==> config.mk <==
export PLATFORM = sky130hd
export DESIGN_NAME = rob_commit_queue
export DESIGN_NICKNAME = d
export VERILOG_FILES = /design/src/rtl/rob_commit_queue.sv
export SDC_FILE = /design/constraint.sdc
export NUM_CORES = 1
export LEC_CHECK = 0
export CORE_ASPECT_RATIO = 1.75
export CORE_MARGIN = 4
export CORE_UTILIZATION = 30
export CTS_BUF_LIST = sky130_fd_sc_hd__clkbuf_8
export CTS_CLUSTER_SIZE = 10
export DETAILED_ROUTE_END_ITERATION = 12
export GPL_TIMING_DRIVEN = 0
export PLACE_DENSITY = 0.52
export SLEW_MARGIN = 10
export SYNTH_ARGS = -nofsm -noshare
export SYNTH_HDL_FRONTEND = slang
export SYNTH_SLANG_ARGS = --single-unit
export TNS_END_PERCENT = 50
==> constraint.sdc <==
create_clock -name clk -period 9.95 [get_ports clk]
set_input_delay 1.99 -clock clk [delete_from_list [all_inputs] [get_ports clk]]
set_output_delay 1.99 -clock clk [all_outputs]
set_load 0.005 [all_outputs]
==> src/rtl/rob_commit_queue.sv <==
// Reorder buffer: allocates tags at issue, captures CDB results, retires in program order
// and bypasses completed-but-uncommitted values to operand readers.
module rob_commit_queue #(
  parameter int TAG_W      = 4,
  parameter int DATA_W     = 32,
  parameter int REG_ADDR_W = 5
) (
  input  logic                  clk,
  input  logic                  rst,
  input  logic                  issue_en,
  input  logic [REG_ADDR_W-1:0] issue_rd,
  output logic                  issue_ready,
  output logic [TAG_W-1:0]      issue_tag,
  input  logic                  cdb_en,
  input  logic [TAG_W-1:0]      cdb_tag,
  input  logic [DATA_W-1:0]     cdb_data,
  input  logic [TAG_W-1:0]      r1_tag,
  input  logic [TAG_W-1:0]      r2_tag,
  output logic                  r1_done,
  output logic [DATA_W-1:0]     r1_data,
  output logic                  r2_done,
  output logic [DATA_W-1:0]     r2_data,
  output logic                  rob_en,
  output logic [REG_ADDR_W-1:0] rob_dest,
  output logic [TAG_W-1:0]      rob_tag,
  output logic [DATA_W-1:0]     rob_data,
  input  logic                  flush,
  output logic [TAG_W:0]        count
);

  localparam int DEPTH = 2 ** TAG_W;
  localparam logic [TAG_W:0] FULL_CNT = (TAG_W + 1)'(DEPTH);

  logic [DEPTH-1:0]      valid_q;
  logic [DEPTH-1:0]      done_q;
  logic [REG_ADDR_W-1:0] dest_q [DEPTH];
  logic [DATA_W-1:0]     data_q [DEPTH];
  logic [TAG_W-1:0]      head_q;
  logic [TAG_W-1:0]      tail_q;
  logic [TAG_W:0]        cnt_q;

  logic issue_fire;
  logic commit_fire;
  logic cdb_fire;
  logic r1_hit;
  logic r2_hit;

  assign issue_ready = (cnt_q != FULL_CNT);
  assign issue_tag   = tail_q;
  assign count       = cnt_q;

  // Readiness ignores a same-cycle commit, so a full buffer refuses issue while retiring.
  assign issue_fire  = issue_en && issue_ready;
  assign commit_fire = valid_q[head_q] && done_q[head_q] && !flush;
  assign cdb_fire    = cdb_en && valid_q[cdb_tag];

  assign rob_en   = commit_fire;
  assign rob_dest = commit_fire ? dest_q[head_q] : '0;
  assign rob_tag  = commit_fire ? head_q : '0;
  assign rob_data = commit_fire ? data_q[head_q] : '0;

  assign r1_hit  = cdb_en && (cdb_tag == r1_tag);
  assign r2_hit  = cdb_en && (cdb_tag == r2_tag);
  assign r1_done = valid_q[r1_tag] && (done_q[r1_tag] || r1_hit);
  assign r2_done = valid_q[r2_tag] && (done_q[r2_tag] || r2_hit);
  assign r1_data = !valid_q[r1_tag] ? '0 : (r1_hit ? cdb_data : data_q[r1_tag]);
  assign r2_data = !valid_q[r2_tag] ? '0 : (r2_hit ? cdb_data : data_q[r2_tag]);

  always_ff @(posedge clk) begin
    if (rst || flush) begin
      valid_q <= '0;
      done_q  <= '0;
      head_q  <= '0;
      tail_q  <= '0;
      cnt_q   <= '0;
    end else begin
      if (cdb_fire) begin
        done_q[cdb_tag] <= 1'b1;
        data_q[cdb_tag] <= cdb_data;
      end
      // Commit clear follows the CDB write so a late rewrite of the head cannot resurrect it.
      if (commit_fire) begin
        valid_q[head_q] <= 1'b0;
        done_q[head_q]  <= 1'b0;
        head_q          <= head_q + TAG_W'(1);
      end
      if (issue_fire) begin
        valid_q[tail_q] <= 1'b1;
        done_q[tail_q]  <= 1'b0;
        dest_q[tail_q]  <= issue_rd;
        tail_q          <= tail_q + TAG_W'(1);
      end
      case ({issue_fire, commit_fire})
        2'b10:   cnt_q <= cnt_q + (TAG_W + 1)'(1);
        2'b01:   cnt_q <= cnt_q - (TAG_W + 1)'(1);
        default: cnt_q <= cnt_q;
      endcase
    end
  end

endmodule

==> impl_metrics.json <==
{
  "finalCritPeriodShare": 0.810,
  "rsz0062_at_grt": "no",
  "crit_arrival_ps": 6070,
  "grt_pass1_wl_mm": 187,
  "pin_count": 172,
  "fmax_ghz": 0.124,
  "intPower_w": 0.00423,
  "grt_overflow": 0,
  "insertion_delay_ps": 770,
  "hold_class": "reg2reg",
  "cts_resized": 0,
  "maxCapViolations": 0,
  "switching_share": 0.253,
  "synth_cell_types": 50,
  "drtAntennaViolNets": 0,
  "die_area_sq_um": 119000,
  "cts_num_sinks": 641,
  "routed_wl_mm": 134,
  "tightest_slew_ps": 1250,
  "cts_root_buf": "clkbuf_8",
  "async_flop_share": 0,
  "synth_simple_gate_area_frac": 0.0533,
  "period_needed_ps": 8060,
  "finalHoldViolCount": 0,
  "cp_max_fo": 10,
  "dr_total_vias": 23194,
  "grt_pass1_vias": 24963,
  "synthMuxAreaShare": 0.308,
  "synth_fa_ha_area_frac": 0.00477,
  "cts_buffers": 98,
  "row_count": 163,
  "worst_slack_ps": 1890,
  "die_h_um": 454,
  "area_growth_pct": 18.5,
  "holdBufCountCts": 0,
  "wl_per_cell_um": 34.4,
  "worst_setup_path_end_kind": "output pin",
  "viasPerCell": 5.96,
  "port-buffer-count": 167,
  "antenna_found_initial": 10,
  "fp.dieW_um": 263,
  "yosysTopAreaCell": "edfxtp_1",
  "p_leak_nw": 12.3,
  "ir_drop_mv": 0.0825,
  "grt_max_degree": 19,
  "cp-start-kind": "input pin",
  "htree_levels": 3,
  "drv_slew": 0,
  "syn_inst": 2006,
  "synth_top_family_by_area": "multiplexers",
  "fin_util": 0.358,
  "dr.pass1.iters": 6,
  "yosys-top-cells-area": "edfxtp_1, mux4_2, a22oi_1, dfxtp_1, nand2_1",
  "detailed_place_hpwl_mm": 93.6,
  "yosysWarnings": 0,
  "dp.cells": 3704,
  "synth.top_cell.area_share": 0.521,
  "grt_use_total": 0.220,
  "drc": 0,
  "p_clk_frac": 0.394,
  "yosysSeqAreaShare": 0.550,
  "path_clk_slew_ps": 60,
  "final_cells": 3893,
  "reg2reg_slack_ps": 5510,
  "drt_iter0_drc": 2507,
  "place_congestion": 0.909,
  "fin_skew_ps": 47.7,
  "synth-seq-cells": 641,
  "power_per_cell_area_nw_per_um2": 140,
  "syn_avg_cell_area_sq_um": 17.0,
  "whs_ps": 523,
  "maxSlewHeadroom": 0.166,
  "synth_xor_area_frac": 0.00437,
  "synth_ff_type": "edfxtp_1",
  "comb_power_share": 0.087,
  "switchingPower_w": 0.00143,
  "finalSetupTns_ps": 0,
  "syn_nets": 2073,
  "worst-setup-path-type": "in2out",
  "timing.critical_path.required_ps": 7960,
  "initial_core_util": 0.302,
  "post-place-ws_ps": 1920,
  "synth.cell_area_sq_um": 34100,
  "status": "finished, final reports clean",
  "synth-compound-area-share": 0.0516,
  "drive_gt1_frac": 0.308,
  "seqPwrFrac": 0.520,
  "clk_path_buf_depth": 3,
  "nNetsFinal": 2386,
  "tritoncts": "yes",
  "finalSetupViolCount": 0,
  "synth-edff-count": 592,
  "post_cts_buffers": 0,
  "fp.coreArea_sq_um": 113000
}
final cells by class:
type | instances | area, sq um
Inverter | 10 | 40.0
Antenna cell | 4 | 10.0
Clock buffer | 99 | 1360
Tap cell | 1485 | 1860
Buffer | 177 | 905
Clock inverter | 86 | 542
Timing Repair Buffer | 213 | 2410
Fill cell | 10579 | 72400
Multi-Input combinational cell | 1178 | 14500
Sequential cell | 641 | 18800
cell usage in the layout (no fill, tap or decap), types with 11 or more instances in the layout:
cell / n
edfxtp_1: 592
mux4_2: 465
nand2_1: 233
clkdlybuf4s50_1: 167
a22oi_1: 133
clkbuf_8: 99
a21oi_1: 82
clkbuf_1: 81
nor2_1: 55
dfxtp_1: 49
nor2b_1: 41
buf_4: 34
buf_1: 30
inv_1: 29
clkinv_1: 29
buf_2: 27
buf_6: 25
clkinv_2: 22
o22ai_1: 20
nand3_1: 16
nor3_1: 15
xor2_1: 13
ha_1: 13
nor2_4: 12
buf_12: 12
buf_16: 11
critical path, cell delays in order:
cell and delay, ps:
clkdlybuf4s50_1 660, buf_2 390, buf_2 380, buf_1 900, mux4_2 380, a22oi_1 70, nand2_1 110, nand2_1 50
a21oi_1 510, clkdlybuf4s50_1 640
power by group through the flow:
stage / clock network (W) / registers, W / logic (W)
after CTS: 0.00227 / 0.00294 / 0.000488
after floorplan: 0 / 0.00300 / 0.000251
after detailed placement: 0 / 0.00300 / 0.000487
after global placement: 0 / 0.00300 / 0.000480
final: 0.00223 / 0.00294 / 0.000490
after global routing: 0.00239 / 0.00294 / 0.000515
cell families after synthesis:
kind of cell	after synthesis
DFF	641
muxes	469
and+or+nand+nor	413
AOI/OAI and AO/OA	266
buffers and inverters	187
xor gates and xnor gates	17
adders and majority gates	13
metal layers:
metal  global-route usage  part of all wire
met5                    0          0.000052
met4                0.122             0.063
met3               0.0523             0.082
met2                0.397              0.52
met1                0.236              0.33
registers in the layout, summed over array words and instances (netlist names), named ones only:
| signal | flops |
|---|---|
| count | 5 |
| data_q | 512 |
| dest_q | 80 |
| done_q | 16 |
| head_q | 4 |
| issue_tag | 4 |
| valid_q | 16 |
metrics by stage:
stage	total power (W)	area (sq um)
after global routing	0.00584	40400
after detailed placement	0.00349	38500
after CTS	0.00570	40400
after global placement	0.00348	37600
final	0.00566	40400
after floorplan	0.00325	34100
final timing paths:
| path | from | endpoint | depth (start not counted) |
|---|---|---|---|
| max reg2reg | valid_q[14] | count[4] | 15 |
| min reg2reg | count[4] | count[4] | 2 |
| max | r1_tag[1] | r1_data[0] | 10 |
| min | count[4] | count[4] | 2 |
cells in the mapped netlist, types with 2 or more instances:
library cell    n
nor2_1         67
buf_1          30
o211ai_1        3
o21a_1          3
a22oi_1       133
dfxtp_1        49
clkbuf_1       84
mux2i_1         4
a31oi_1         2
o22ai_1        20
inv_1           7
buf_2          27
nand4_1         3
nand2b_1        3
nor3_1         19
xnor2_1         4
and2_1          7
mux4_2        465
nand3b_1        2
a221o_1         3
nand3_1        16
nor3b_1         5
inv_2           2
nor2b_2         3
buf_6          18
or2_2           5
o21ai_0         7
or3_1           2
buf_4          18
xor2_1         13
nand2_1       233
ha_1           13
and3_1          2
a21oi_1        82
a21o_1          3
edfxtp_1      592
nor2b_1        41
o21ai_1         3
o31ai_1         2
Note: power is estimated with default switching activity, not from simulation.
